<file path="config.mk">
export PLATFORM = sky130hd
export DESIGN_NAME = fetch_stage_flat
export DESIGN_NICKNAME = d
export VERILOG_FILES = /design/src/rtl/fetch_stage_pkg.sv /design/src/rtl/fetch_stage_if.sv /design/src/rtl/fetch_hold_reg.sv /design/src/rtl/fetch_stage.sv /design/src/flat_wrapper.sv
export SDC_FILE = /design/constraint.sdc
export NUM_CORES = 1
export LEC_CHECK = 0
export ABC_CLOCK_PERIOD_IN_PS = 18300
export CAP_MARGIN = 10
export CORE_UTILIZATION = 54
export DETAILED_ROUTE_END_ITERATION = 10
export GPL_ROUTABILITY_DRIVEN = 0
export PLACE_DENSITY = 0.87
export REMOVE_ABC_BUFFERS = 1
export SETUP_SLACK_MARGIN = 0.05
export SYNTH_ARGS = -nofsm -noshare
export SYNTH_HDL_FRONTEND = slang
export SYNTH_SLANG_ARGS = --single-unit
</file>
<file path="constraint.sdc">
create_clock -name clock -period 18.3 [get_ports clock]
set_clock_uncertainty 0.15 [all_clocks]
set_input_delay 4.575 -clock clock [delete_from_list [all_inputs] [get_ports clock]]
set_output_delay 4.575 -clock clock [all_outputs]
set_load 0.005 [all_outputs]
</file>
<file path="src/rtl/fetch_stage_pkg.sv">
// Shared definitions for the instruction-fetch stage: widths, defaults, action encoding, adder.
// The optional FETCH_PERF_EN build adds performance counters in the interface and top.
package fetch_stage_pkg;

    localparam int          ADDR_W           = 32;
    localparam logic [31:0] PC_INCR          = 32'd4;
    localparam logic [31:0] DEFAULT_RESET_PC = 32'h0000_0000;
    localparam logic [31:0] DEFAULT_NOP_INSN = 32'h0000_0000;
    localparam logic [31:0] ALIGN_MASK       = 32'hFFFF_FFFC;

    typedef enum logic [1:0] {
        ACT_ADVANCE  = 2'd0,
        ACT_STALL    = 2'd1,
        ACT_REDIRECT = 2'd2
    } fetch_action_e;

    typedef struct packed {
        logic              v;
        logic [ADDR_W-1:0] pc;
    } inflight_t;

    typedef struct packed {
        logic              valid;
        logic [ADDR_W-1:0] pc;
        logic [ADDR_W-1:0] pc4;
        logic [31:0]       insn;
    } ifid_t;

    // 32-bit modular adder used for every PC increment
    function automatic logic [31:0] add32(input logic [31:0] a, input logic [31:0] b);
        return a + b;
    endfunction

endpackage

</file>
<file path="src/rtl/fetch_stage_if.sv">
// Fetch-stage boundary: instruction ROM port, execute redirect, decode stall and IF/ID outputs.
// With FETCH_PERF_EN defined the perf counter outputs are part of the bundle.
interface fetch_stage_if;
    import fetch_stage_pkg::*;

    logic [ADDR_W-1:0] imem_addr;
    logic [31:0]       imem_rdata;
    logic              stall;
    logic              redirect_valid;
    logic [ADDR_W-1:0] redirect_pc;
    logic              ifid_valid;
    logic [ADDR_W-1:0] ifid_pc;
    logic [ADDR_W-1:0] ifid_pc_plus_4;
    logic [31:0]       ifid_insn;

`ifdef FETCH_PERF_EN
    logic [31:0]       perf_fetched;
    logic [31:0]       perf_stalls;

    modport master (
        output imem_addr, ifid_valid, ifid_pc, ifid_pc_plus_4, ifid_insn, perf_fetched, perf_stalls,
        input  imem_rdata, stall, redirect_valid, redirect_pc
    );
    modport slave (
        input  imem_addr, ifid_valid, ifid_pc, ifid_pc_plus_4, ifid_insn, perf_fetched, perf_stalls,
        output imem_rdata, stall, redirect_valid, redirect_pc
    );
`else
    modport master (
        output imem_addr, ifid_valid, ifid_pc, ifid_pc_plus_4, ifid_insn,
        input  imem_rdata, stall, redirect_valid, redirect_pc
    );
    modport slave (
        input  imem_addr, ifid_valid, ifid_pc, ifid_pc_plus_4, ifid_insn,
        output imem_rdata, stall, redirect_valid, redirect_pc
    );
`endif

endinterface

</file>
<file path="src/rtl/fetch_hold_reg.sv">
// One-entry capture register holding the in-flight ROM word while decode is stalled.
// Clear has priority over capture.
module fetch_hold_reg
    import fetch_stage_pkg::*;
(
    input  logic              clock,
    input  logic              reset,
    input  logic              capture,
    input  logic              clear,
    input  logic [31:0]       d,
    output logic              hold_v,
    output logic [31:0]       hold_insn
);

    logic        hold_v_r;
    logic [31:0] hold_insn_r;

    // Capture / clear storage for the held word
    always_ff @(posedge clock or posedge reset) begin
        if (reset) begin
            hold_v_r    <= 1'b0;
            hold_insn_r <= 32'd0;
        end else if (clear) begin
            hold_v_r    <= 1'b0;
        end else if (capture) begin
            hold_v_r    <= 1'b1;
            hold_insn_r <= d;
        end else begin
            hold_v_r    <= hold_v_r;
            hold_insn_r <= hold_insn_r;
        end
    end

    assign hold_v    = hold_v_r;
    assign hold_insn = hold_insn_r;

endmodule

</file>
<file path="src/rtl/fetch_stage.sv">
// Instruction-fetch stage: owns the PC, tracks the in-flight ROM read and loads IF/ID.
// Optional feature macro: FETCH_PERF_EN (fetched / stall performance counters).
module fetch_stage
    import fetch_stage_pkg::*;
#(
    parameter logic [31:0] RESET_PC = DEFAULT_RESET_PC,
    parameter logic [31:0] NOP_INSN = DEFAULT_NOP_INSN
) (
    input  logic          clock,
    input  logic          reset,
    fetch_stage_if.master bus
);

    logic [ADDR_W-1:0] pc_r;
    inflight_t         inflight_r;
    ifid_t             ifid_r;
    fetch_action_e     action_s;
    logic              hold_v_s;
    logic [31:0]       hold_insn_s;
    logic              hold_capture_s;
    logic              hold_clear_s;
    logic [ADDR_W-1:0] next_pc_s;
    logic [ADDR_W-1:0] inflight_pc4_s;
    logic [ADDR_W-1:0] redirect_target_s;
    logic [31:0]       fetch_insn_s;

    assign next_pc_s         = add32(pc_r, PC_INCR);
    assign inflight_pc4_s    = add32(inflight_r.pc, PC_INCR);
    assign redirect_target_s = bus.redirect_pc & ALIGN_MASK;

    // Per-cycle action: redirect beats stall beats advance
    always_comb begin
        action_s = ACT_ADVANCE;
        if (bus.redirect_valid) begin
            action_s = ACT_REDIRECT;
        end else if (bus.stall) begin
            action_s = ACT_STALL;
        end else begin
            action_s = ACT_ADVANCE;
        end
    end

    // Hold-register controls: grab the in-flight word once per stall, drop it otherwise
    always_comb begin
        hold_capture_s = 1'b0;
        hold_clear_s   = 1'b0;
        case (action_s)
            ACT_ADVANCE:  hold_clear_s   = 1'b1;
            ACT_STALL:    hold_capture_s = ~hold_v_s;
            ACT_REDIRECT: hold_clear_s   = 1'b1;
            default:      hold_clear_s   = 1'b1;
        endcase
    end

    // Word delivered to IF/ID on advance; a squashed slot carries NOP
    always_comb begin
        fetch_insn_s = NOP_INSN;
        if (!inflight_r.v) begin
            fetch_insn_s = NOP_INSN;
        end else if (hold_v_s) begin
            fetch_insn_s = hold_insn_s;
        end else begin
            fetch_insn_s = bus.imem_rdata;
        end
    end

    fetch_hold_reg u_hold (
        .clock     (clock),
        .reset     (reset),
        .capture   (hold_capture_s),
        .clear     (hold_clear_s),
        .d         (bus.imem_rdata),
        .hold_v    (hold_v_s),
        .hold_insn (hold_insn_s)
    );

    // PC, in-flight tracker and IF/ID pipeline register
    always_ff @(posedge clock or posedge reset) begin
        if (reset) begin
            pc_r       <= RESET_PC;
            inflight_r <= '{v: 1'b0, pc: 32'd0};
            ifid_r     <= '{valid: 1'b0, pc: 32'd0, pc4: 32'd0, insn: NOP_INSN};
        end else begin
            case (action_s)
                ACT_REDIRECT: begin
                    pc_r         <= redirect_target_s;
                    inflight_r.v <= 1'b0;
                    ifid_r.valid <= 1'b0;
                    ifid_r.insn  <= NOP_INSN;
                end
                ACT_STALL: begin
                    pc_r       <= pc_r;
                    inflight_r <= inflight_r;
                    ifid_r     <= ifid_r;
                end
                ACT_ADVANCE: begin
                    pc_r       <= next_pc_s;
                    inflight_r <= '{v: 1'b1, pc: pc_r};
                    ifid_r     <= '{valid: inflight_r.v, pc: inflight_r.pc,
                                    pc4: inflight_pc4_s, insn: fetch_insn_s};
                end
                default: begin
                    pc_r       <= pc_r;
                    inflight_r <= inflight_r;
                    ifid_r     <= ifid_r;
                end
            endcase
        end
    end

    assign bus.imem_addr      = pc_r;
    assign bus.ifid_valid     = ifid_r.valid;
    assign bus.ifid_pc        = ifid_r.pc;
    assign bus.ifid_pc_plus_4 = ifid_r.pc4;
    assign bus.ifid_insn      = ifid_r.insn;

`ifdef FETCH_PERF_EN
    logic [31:0] perf_fetched_r;
    logic [31:0] perf_stalls_r;

    // Delivered-instruction and stall-cycle counters, wrapping at 2^32
    always_ff @(posedge clock or posedge reset) begin
        if (reset) begin
            perf_fetched_r <= 32'd0;
            perf_stalls_r  <= 32'd0;
        end else begin
            if (action_s == ACT_ADVANCE && inflight_r.v) begin
                perf_fetched_r <= perf_fetched_r + 32'd1;
            end
            if (action_s == ACT_STALL) begin
                perf_stalls_r <= perf_stalls_r + 32'd1;
            end
        end
    end

    assign bus.perf_fetched = perf_fetched_r;
    assign bus.perf_stalls  = perf_stalls_r;
`endif

endmodule
</file>
<file path="src/flat_wrapper.sv">
// flat-port wrapper written by rule: the top's interface ports become plain ports
module fetch_stage_flat import fetch_stage_pkg::*;
#(
    parameter logic [31:0] RESET_PC = DEFAULT_RESET_PC,
    parameter logic [31:0] NOP_INSN = DEFAULT_NOP_INSN
)
  (clock, reset, bus_imem_addr, bus_ifid_valid, bus_ifid_pc, bus_ifid_pc_plus_4, bus_ifid_insn, bus_imem_rdata, bus_stall, bus_redirect_valid, bus_redirect_pc);
  fetch_stage_if bus_i ();
  input  logic clock;
  input  logic reset;
  output wire logic [$bits(bus_i.imem_addr)-1:0] bus_imem_addr;
  output wire logic [$bits(bus_i.ifid_valid)-1:0] bus_ifid_valid;
  output wire logic [$bits(bus_i.ifid_pc)-1:0] bus_ifid_pc;
  output wire logic [$bits(bus_i.ifid_pc_plus_4)-1:0] bus_ifid_pc_plus_4;
  output wire logic [$bits(bus_i.ifid_insn)-1:0] bus_ifid_insn;
  input wire logic [$bits(bus_i.imem_rdata)-1:0] bus_imem_rdata;
  input wire logic [$bits(bus_i.stall)-1:0] bus_stall;
  input wire logic [$bits(bus_i.redirect_valid)-1:0] bus_redirect_valid;
  input wire logic [$bits(bus_i.redirect_pc)-1:0] bus_redirect_pc;
  assign bus_imem_addr = bus_i.imem_addr;
  assign bus_ifid_valid = bus_i.ifid_valid;
  assign bus_ifid_pc = bus_i.ifid_pc;
  assign bus_ifid_pc_plus_4 = bus_i.ifid_pc_plus_4;
  assign bus_ifid_insn = bus_i.ifid_insn;
  assign bus_i.imem_rdata = bus_imem_rdata;
  assign bus_i.stall = bus_stall;
  assign bus_i.redirect_valid = bus_redirect_valid;
  assign bus_i.redirect_pc = bus_redirect_pc;
  fetch_stage #(.RESET_PC(RESET_PC), .NOP_INSN(NOP_INSN)) u_core (.clock(clock), .reset(reset), .bus(bus_i));
endmodule
</file>
==> flow_metrics.env, run 1 <==
export IMPL_post_place_ws_ns=10.93
export IMPL_leakage_nw=4.70
export IMPL_seqPwrFrac_pct=49.0
export IMPL_ys_flop_type="dfrtp_1"
export IMPL_p_sw_share_pct=26.8
export IMPL_r2r_start="u_core.inflight_r[2]$_DFFE_PP0P_"
export IMPL_fin_tns_setup_ns=0
export IMPL_place_area_mm2=0.0105
export IMPL_finalInstanceArea_mm2=0.0111
export IMPL_yosysUniqueCellTypes=47
export IMPL_rsz0062_at_grt="no"
export IMPL_vias=7102
export IMPL_start_util_pct=55.8
export IMPL_nNetsFinal=1110
export IMPL_syn_cell_area_mm2=0.00854
export IMPL_cpMaxStageDelayCell="clkinv_1"
export IMPL_cp_required_ns=18.42
export IMPL_post_cts_buffers=0
export IMPL_crit_fanout=50
export IMPL_clkPwrFrac_pct=33.7
export IMPL_finalSetupViolations=0
export IMPL_grt_first_pass_wirelength_mm=33.8
export IMPL_intPower_mw=0.779
export IMPL_power_switching_mw=0.285
export IMPL_vdd_drop_max_mv=0.0698
export IMPL_detail_route_antenna_nets=0
export IMPL_ys_seq_elements=187
export IMPL_fp_dieArea_mm2=0.0163
export IMPL_worst_setup_path_start_kind="primary input"
export IMPL_hold_class="reg -> reg"
export IMPL_hold_buffers=0
export IMPL_finalCriticalPeriod_ns=6.96
export IMPL_fmaxAchievable_ghz=0.144
export IMPL_die_h_um=128
export IMPL_clkSlewWorstSetupHoldPaths_ns=0.07
export IMPL_utilization_pct=72.2
export IMPL_synth_edf_count=0
export IMPL_drive_above_1_share_pct=7.61
export IMPL_dr_wl_met2_mm=9.57
export IMPL_drc=0
export IMPL_tightest_slew_ns=1.05
export IMPL_routed_wl_mm=20.8
export IMPL_critical_path_class="in -> reg"
export IMPL_slew_viol_final=0
export IMPL_grt_overflow_total=0
export IMPL_portBuffers=188
export IMPL_first_global_vias=6704
export IMPL_hp_start="u_core.bus.ifid_pc[29]$_DFFE_PP0P_"
export IMPL_cts_sinks=187
export IMPL_syn_inst=885
export IMPL_pwr_density_cell_mw_per_mm2=96.2
export IMPL_wl_met1_mm=9.19
export IMPL_min_path_cells=2
export IMPL_reg2reg_to="u_core.bus.ifid_pc_plus_4[28]$_DFFE_PP0P_"
export IMPL_syn_area_per_cell_um2=9.65
export IMPL_max_cap_viol_count=0
export IMPL_first_iter_violations=518
export IMPL_worst_path_buf_inv=3
export IMPL_htreeDepth=4
export IMPL_cts_resized=0
export IMPL_drt_vias_per_instance=5.63
export IMPL_period_share_pct=38.0
export IMPL_slowest_delay_ns=0.84
export IMPL_diodes=0
export IMPL_placedCellCount=1232
export IMPL_crit_chain="clkdlybuf4s50_1 > buf_4 > nand2b_1 > clkinv_1 > nand2_1 > o21ai_0"
export IMPL_routedWlPerCell_um=16.5
export IMPL_comb_power_share_pct=17.3
export IMPL_grt_max_degree=107
export IMPL_areaGrowthSynthToFinish_pct=29.4
export IMPL_hpwlAfterDp_mm=13.8
export IMPL_numCtsBuffers=17
export IMPL_crit_path_end_kind="flip-flop"
export IMPL_r2r_slack_ns=15.75
export IMPL_met3WireLength_mm=1.57
export IMPL_holdPathEnd="u_core.bus.ifid_pc[29]$_DFFE_PP0P_"
export IMPL_grt_usage_pct=26.5
export IMPL_top_layer="met4"
export IMPL_r2r_worst_path_cells=5
export IMPL_clk_path_buf_depth=2
export IMPL_antenna_found_initial=0
export IMPL_stdcell_count=1262
export IMPL_hold_viol=0
export IMPL_slew_headroom_pct=29.6
export IMPL_status="completed"
export IMPL_cts_tree="yes"
export IMPL_dr_pass1_iters=5
export IMPL_rows=45
export IMPL_worstPathArrival_ns=7.08
export IMPL_core_area_mm2=0.0153
export IMPL_seq_area_frac_synth_pct=54.8
export IMPL_path_delay_family="buffers and inverters"
export IMPL_yosys_warnings=0
export IMPL_async_flop_share_pct=100
export IMPL_die_w_um=128
export IMPL_num_io_pins=197
export IMPL_cts_root_buf="clkbuf_16"
export IMPL_finalWorstSetupSlack_ns=11.34
export IMPL_clock_latency_ns=0.43
[cell type report]
class / count / area, um^2
flip-flops and latches: 187 / 4680
multi-input cells: 633 / 3590
clock inverters: 11 / 121
inverters: 8 / 35.0
repair buffers: 193 / 1920
well taps: 211 / 264
fillers: 1150 / 4260
clock buffers: 19 / 443
[per-stage QoR]
| step | hold WS [ns] | power [mW] |
|---|---|---|
| after floorplan | 0.320 | 0.596 |
| after global placement | 0.309 | 0.705 |
| after detailed placement | 0.313 | 0.712 |
| after CTS | 0.330 | 1.07 |
| after global routing | 0.337 | 1.11 |
| final | 0.325 | 1.06 |
[cell usage after synthesis, drive strengths merged, types with 14 or more instances]
cell type / n / share of area [%]
or4: 22 / 2.0
a31oi: 18 / 1.3
dfrtp: 187 / 55
nand2: 265 / 12
nor2: 27 / 1.2
xnor2: 15 / 1.5
clkbuf: 47 / 2.1
o31ai: 14 / 1.2
mux2: 32 / 4.2
o21ai: 71 / 4.2
nand4: 20 / 1.6
nand3: 27 / 1.6
mux2i: 33 / 3.9
buf: 15 / 1.1
[kinds of logic after synthesis]
family | count (synthesis) | synth area share [%]
buf+inv | 70 | 3.50
other cells | 1 | 0.0439
simple gates | 413 | 22.3
flops | 187 | 54.8
compound gates | 121 | 8.35
mux | 65 | 8.08
xor+xnor | 26 | 2.67
fa+ha+maj | 2 | 0.293
[layout by cell type, fill, tap and decap left out, types with 15 or more instances in the layout]
master and count:
mux2_2 32, nand4_1 18, o21ai_0 71, a31oi_1 18, nand2_1 265, nand3_1 26, dfrtp_1 186, clkdlybuf4s50_1 188
clkbuf_16 17, xnor2_1 15, nor2_1 25, mux2i_1 33, or4_1 21
[power groups by stage]
| stage | Clock, mW | Combinational [mW] | Sequential, mW |
|---|---|---|---|
| 6_report | 0.358 | 0.184 | 0.522 |
| 5_1_grt | 0.381 | 0.203 | 0.530 |
| 3_3_place_gp | 0 | 0.180 | 0.525 |
| 3_5_place_dp | 0 | 0.184 | 0.528 |
| 4_1_cts | 0.364 | 0.186 | 0.521 |
| 2_1_floorplan | 0 | 0.0784 | 0.518 |
[registers in the layout (all words and copies together) (netlist names)]
signal / flops
u_core.u_hold.hold_insn: 32
u_core.bus.imem_addr: 30
u_core.bus.ifid_valid: 1
u_core.bus.ifid_insn: 32
u_core.u_hold.hold_v: 1
u_core.bus.ifid_pc_plus_4: 30
u_core.bus.ifid_pc: 30
u_core.inflight_r: 31
[worst max path at each step]
stage / depth (start not counted) / start / end
floorplan: 1 / reset / u_core.bus.ifid_insn[0]$_DFFE_PP0P_
global placement: 6 / bus_redirect_valid / u_core.bus.ifid_insn[14]$_DFFE_PP0P_
detailed placement: 6 / bus_redirect_valid / u_core.bus.ifid_insn[25]$_DFFE_PP0P_
CTS: 6 / bus_redirect_valid / u_core.bus.ifid_insn[4]$_DFFE_PP0P_
global route: 6 / bus_redirect_valid / u_core.bus.ifid_insn[8]$_DFFE_PP0P_
finish: 6 / bus_redirect_valid / u_core.bus.ifid_insn[4]$_DFFE_PP0P_
[routing by layer]
layer  vias up  global-route usage [%]
met1      3431                    35.4
li1       3354                       -
met2       277                    41.2
met3        40                    7.43
met4         0                    10.2
met5         -                       0
[worst register-to-register path, cell delays in order, from the launching register on]
cell     delay, ns
dfrtp_1       0.45
ha_1          0.23
nand3_2       0.25
or4b_1        0.71
or4_1         0.50
a31oi_1       0.17
Note: power is estimated with default switching activity, not from simulation.
==> run 2, diff against run 1 <==
Settings changed: ABC_CLOCK_PERIOD_IN_PS 18300 to 7300, CORE_UTILIZATION 54 to 50, PLACE_DENSITY 0.87 to 0.82.
Clock period 18.3 ns to 7.3 ns, I/O delays scaled along.
==> run 2 against run 1 <==
- hold slack got worse by 0.0020 ns
- worst setup slack got worse by 8.2 ns
- final area rose by 0.26%
- cell count rose by 0.79%
- largest cell class unchanged
==> flow_metrics.env, run 2 (synthesized netlist as in run 1, its figures left out) <==
export IMPL_critical_path_class="in -> reg"
export IMPL_num_fill_cells=1352
export IMPL_grt_first_pass_wirelength_mm=34.5
export IMPL_top_layer="met4"
export IMPL_layout_cells_most_common_list="nand2_1 (265), clkdlybuf4s50_1 (188), dfrtp_1 (186)"
export IMPL_post_place_ws_ns=2.69
export IMPL_leakage_nw=4.71
export IMPL_cpMaxStageDelayCell="clkinv_1"
export IMPL_drc=0
export IMPL_wl_met1_mm=9.42
export IMPL_first_iter_violations=512
export IMPL_place_area_mm2=0.0105
export IMPL_period_share_pct=57.2
export IMPL_crit_path_end_kind="flip-flop"
export IMPL_hpwlAfterDp_mm=14.0
export IMPL_die_h_um=133
export IMPL_dr_pass1_iters=5
export IMPL_tightest_slew_ns=1.09
export IMPL_status="completed"
export IMPL_nNetsFinal=1111
export IMPL_power_switching_mw=0.706
export IMPL_antenna_found_initial=0
export IMPL_finalWorstSetupSlack_ns=3.13
export IMPL_grt_overflow_total=0
export IMPL_diodes=0
export IMPL_areaGrowthSynthToFinish_pct=29.8
export IMPL_utilization_pct=66.6
export IMPL_intPower_mw=1.96
export IMPL_p_sw_share_pct=26.4
export IMPL_rsz0062_at_grt="no"
export IMPL_post_cts_buffers=0
export IMPL_hold_viol=0
export IMPL_comb_power_share_pct=17.2
export IMPL_fp_dieArea_mm2=0.0176
export IMPL_finalInstanceArea_mm2=0.0111
export IMPL_num_io_pins=197
export IMPL_grt_usage_pct=24.6
export IMPL_cts_tree="yes"
export IMPL_vias=7074
export IMPL_clk_path_buf_depth=2
export IMPL_fin_tns_setup_ns=0
export IMPL_drive_above_1_share_pct=7.70
export IMPL_rows=47
export IMPL_cts_resized=0
export IMPL_hold_class="reg -> reg"
export IMPL_clock_latency_ns=0.42
export IMPL_seqPwrFrac_pct=49.0
export IMPL_worstPathArrival_ns=4.27
export IMPL_regArea_mm2=0.00468
export IMPL_core_area_mm2=0.0166
export IMPL_max_cap_viol_count=0
export IMPL_finalCriticalPeriod_ns=4.17
export IMPL_clkSlewWorstSetupHoldPaths_ns=0.07
export IMPL_start_util_pct=51.3
export IMPL_slew_viol_final=0
export IMPL_worst_setup_path_start_kind="primary input"
export IMPL_detail_route_antenna_nets=0
export IMPL_multi_input_area_mm2=0.00359
export IMPL_finalPower_mw=2.67
export IMPL_die_w_um=133
export IMPL_dr_wl_met2_mm=9.68
export IMPL_portBuffers=188
export IMPL_hold_buffers=0
export IMPL_clkPwrFrac_pct=33.8
export IMPL_drt_vias_per_instance=5.56
export IMPL_routed_wl_mm=20.7
export IMPL_met3WireLength_mm=1.18
export IMPL_cp_required_ns=7.40
export IMPL_finalSetupViolations=0
export IMPL_crit_fanout=34
export IMPL_crit_chain="clkdlybuf4s50_1 > nand2b_1 > clkinv_1 > nand2_1 > o21ai_0"
export IMPL_first_global_vias=6813
export IMPL_grt_max_degree=105
export IMPL_layout_cells_most_common="nand2_1"
export IMPL_fmaxAchievable_ghz=0.240
export IMPL_routedWlPerCell_um=16.3
export IMPL_slew_headroom_pct=27.4
export IMPL_pwr_density_cell_mw_per_mm2=241
export IMPL_htreeDepth=4
export IMPL_slowest_delay_ns=0.85
export IMPL_cts_sinks=187
export IMPL_numCtsBuffers=17
export IMPL_cts_root_buf="clkbuf_16"
export IMPL_vdd_drop_max_mv=0.174
==> run 2: cell types whose count changed in the layout (fill, tap and decap cells not counted) <==
cell,before,now
buf_4,5,6
clkbuf_8,1,2
clkinv_2,4,3
clkinv_4,1,3
clkinvlp_4,2,1
inv_6,3,2
==> run 2: area by class of cell <==
type	instances	share of cell area, %
repair buffers	194	17.4
well taps	220	2.48
clock buffers	20	4.12
clock inverters	10	1.06
flip-flops and latches	187	42.2
multi-input cells	633	32.4
inverters	8	0.316
==> run 2: metrics by stage <==
step / cells / hold slack, ns
after floorplan: 828 / 0.320
after global placement: 1242 / 0.308
after detailed placement: 1242 / 0.312
after CTS: 1272 / 0.329
after global routing: 1272 / 0.348
final: 1272 / 0.323
==> run 2: final timing paths <==
kind,start,to,slack (ns),depth (start not counted)
worst max-delay path,bus_redirect_valid,u_core.bus.ifid_insn[15]$_DFFE_PP0P_,3.13,5
worst min-delay path,u_core.bus.ifid_pc[31]$_DFFE_PP0P_,u_core.bus.ifid_pc[31]$_DFFE_PP0P_,0.32,2
worst max register to register,u_core.inflight_r[2]$_DFFE_PP0P_,u_core.bus.ifid_pc_plus_4[30]$_DFFE_PP0P_,4.74,5
worst min register to register,u_core.bus.ifid_pc[31]$_DFFE_PP0P_,u_core.bus.ifid_pc[31]$_DFFE_PP0P_,0.32,2
max in group asynchronous,reset,u_core.bus.ifid_pc_plus_4[23]$_DFFE_PP0P_,4.09,3
min in group asynchronous,reset,u_core.u_hold.hold_insn[2]$_DFFE_PP0P_,1.81,2
==> run 2: power by group through the flow <==
stage | clock network (mW) | registers [mW] | logic [mW]
CTS | 0.921 | 1.31 | 0.467
finish | 0.902 | 1.31 | 0.460
global route | 0.963 | 1.33 | 0.510
detailed placement | 0 | 1.32 | 0.463
global placement | 0 | 1.32 | 0.452
floorplan | 0 | 1.30 | 0.196
==> run 2: worst max-delay path, delay by kind of cell <==
kind                   cells  cell delay, ns
AND/OR/NAND/NOR            2            0.66
buffers and inverters      2            1.63
AO/OA/AOI/OAI              1            0.13
==> run 2: per-layer routing <==
layer	track usage, %	up-vias
met2	39.0	250
met4	9.07	0
met5	0	-
li1	-	3370
met1	33.7	3425
met3	4.83	29
==> run 3, diff against run 2 <==
Settings changed: ABC_CLOCK_PERIOD_IN_PS 7300 to 4300.
Clock period 7.3 ns to 4.3 ns, I/O delays scaled along.
==> run 3 against run 2 <==
- sequential power grew 69%
- combinational power grew 71%
- via count grew 0.13%
- core utilization grew 0.60 points
- sequential cell count is the same
- cell count grew 0.71%
- clock power grew 74%
- wire length shrank 0.37%
- largest cell class unchanged
==> flow_metrics.env, run 3 (synthesized netlist as in run 1, its figures left out) <==
export IMPL_clkPwrFrac_pct=34.4
export IMPL_grt_usage_pct=24.1
export IMPL_power_switching_mw=1.24
export IMPL_portBuffers=188
export IMPL_start_util_pct=51.3
export IMPL_num_fill_cells=1343
export IMPL_grt_max_degree=90
export IMPL_min_path_cells=2
export IMPL_first_iter_violations=453
export IMPL_areaGrowthSynthToFinish_pct=30.9
export IMPL_p_sw_share_pct=27.1
export IMPL_detail_route_antenna_nets=0
export IMPL_clkSlewWorstSetupHoldPaths_ns=0.07
export IMPL_hold_buffers=0
export IMPL_grt_first_pass_wirelength_mm=33.7
export IMPL_antenna_found_initial=0
export IMPL_period_share_pct=70.3
export IMPL_crit_chain="clkdlybuf4s50_1 > and3b_1 > nand2_1 > or2_2 > o311ai_0"
export IMPL_hold_viol=0
export IMPL_multi_input_area_mm2=0.00359
export IMPL_drive_above_1_share_pct=8.58
export IMPL_vias=7083
export IMPL_critical_path_startpoint="bus_stall"
export IMPL_slew_headroom_pct=32.6
export IMPL_cts_tree="yes"
export IMPL_comb_power_share_pct=17.2
export IMPL_r2r_worst_path_cells=5
export IMPL_diodes=0
export IMPL_core_area_mm2=0.0166
export IMPL_max_cap_viol_count=0
export IMPL_fmaxAchievable_ghz=0.331
export IMPL_slowest_delay_ns=0.66
export IMPL_slew_viol_final=0
export IMPL_leakage_nw=4.75
export IMPL_vdd_drop_max_mv=0.317
export IMPL_whs_ns=0.319
export IMPL_status="completed"
export IMPL_first_global_vias=6619
export IMPL_worstPathArrival_ns=3.17
export IMPL_cts_sinks=187
export IMPL_drt_vias_per_instance=5.53
export IMPL_pwr_density_cell_mw_per_mm2=410
export IMPL_dr_pass1_iters=5
export IMPL_nNetsFinal=1118
export IMPL_seqPwrFrac_pct=48.4
export IMPL_rows=47
export IMPL_finalCriticalPeriod_ns=3.02
export IMPL_grt_overflow_total=0
export IMPL_critical_path_class="in -> reg"
export IMPL_layout_cells_most_common_list="nand2_1 (265), clkdlybuf4s50_1 (188), dfrtp_1 (186)"
export IMPL_intPower_mw=3.34
export IMPL_finalSetupViolations=0
export IMPL_layout_cells_most_common="nand2_1"
export IMPL_worst_setup_path_start_kind="primary input"
export IMPL_hp_start="u_core.bus.ifid_pc[23]$_DFFE_PP0P_"
export IMPL_hold_class="reg -> reg"
export IMPL_numCtsBuffers=17
export IMPL_crit_fanout=11
export IMPL_clock_latency_ns=0.43
export IMPL_regArea_mm2=0.00468
export IMPL_cp_required_ns=4.44
export IMPL_finalPower_mw=4.58
export IMPL_die_w_um=133
export IMPL_num_io_pins=197
export IMPL_cpMaxStageDelayCell="clkdlybuf4s50_1"
export IMPL_crit_path_end_kind="flip-flop"
export IMPL_htreeDepth=4
export IMPL_routed_wl_mm=20.6
export IMPL_tightest_slew_ns=1.01
export IMPL_cts_resized=0
export IMPL_fp_dieArea_mm2=0.0176
export IMPL_clk_path_buf_depth=2
export IMPL_drc=0
export IMPL_die_h_um=133
export IMPL_rsz0062_at_grt="no"
export IMPL_hpwlAfterDp_mm=14.3
export IMPL_r2r_start="u_core.inflight_r[2]$_DFFE_PP0P_"
export IMPL_cts_root_buf="clkbuf_16"
export IMPL_routedWlPerCell_um=16.1
export IMPL_post_cts_buffers=0
==> run 3: changes by cell type in the layout (fill, tap and decap cells not counted), sizes merged <==
cell | before | now
buf | 6 | 13
clkinvlp | 1 | 3
clkbuf | 20 | 18
inv | 8 | 12
clkinv | 7 | 5
==> run 3: final timing paths <==
kind | end | slack, ns
max | u_core.bus.imem_addr[25]$_DFFE_PP0P_ | 1.28
min | u_core.bus.ifid_pc[23]$_DFFE_PP0P_ | 0.32
max reg2reg | u_core.bus.ifid_pc_plus_4[28]$_DFFE_PP0P_ | 1.78
min reg2reg | u_core.bus.ifid_pc[23]$_DFFE_PP0P_ | 0.32
max in group asynchronous | u_core.bus.ifid_insn[14]$_DFFE_PP0P_ | 2.19
min in group asynchronous | u_core.bus.ifid_pc[27]$_DFFE_PP0P_ | 0.99
==> run 3: layout make-up <==
type                       count  area share (%)
sequential                   187            41.8
inverter                       8           0.313
clock buffer                  18            3.93
clock inverter                14            1.41
multi-input combinational    633            32.1
tap                          220            2.46
timing repair buffer         201            17.9
==> run 3: power groups by stage <==
stage          Sequential (mW)  Combinational (mW)  Clock, mW
5_1_grt                   2.25               0.872       1.67
6_report                  2.22               0.788       1.57
3_5_place_dp              2.25               0.794          0
3_3_place_gp              2.24               0.774          0
2_1_floorplan             2.20               0.334          0
4_1_cts                   2.22               0.800       1.60
==> run 3: worst max-delay path: cells and delay by family <==
family | cells | cell delay (ns)
buffers and inverters | 1 | 0.66
AND/OR/NAND/NOR | 3 | 1.05
AO/OA/AOI/OAI | 1 | 0.38
==> run 3: per-layer routing <==
metal	vias up	track usage (%)	share of wire, %
met5	-	0	0
met4	0	8.68	2.1
met3	28	4.64	6.4
met2	267	37.6	46
met1	3402	33.8	45
li1	3386	-	-
==> run 3: through the flow <==
stage / setup TNS, ns / utilization (%) / setup slack [ns] / instance area (um^2) / std cells
floorplan: -409.69 / - / -2.01 / 8290 / 828
global placement: 0 / 63.6 / 0.888 / 10600 / 1249
detailed placement: 0 / 63.6 / 0.866 / 10600 / 1249
CTS: 0 / 67.2 / 1.31 / 11200 / 1281
global route: 0 / 67.2 / 1.08 / 11200 / 1281
finish: 0 / 67.2 / 1.28 / 11200 / 1281
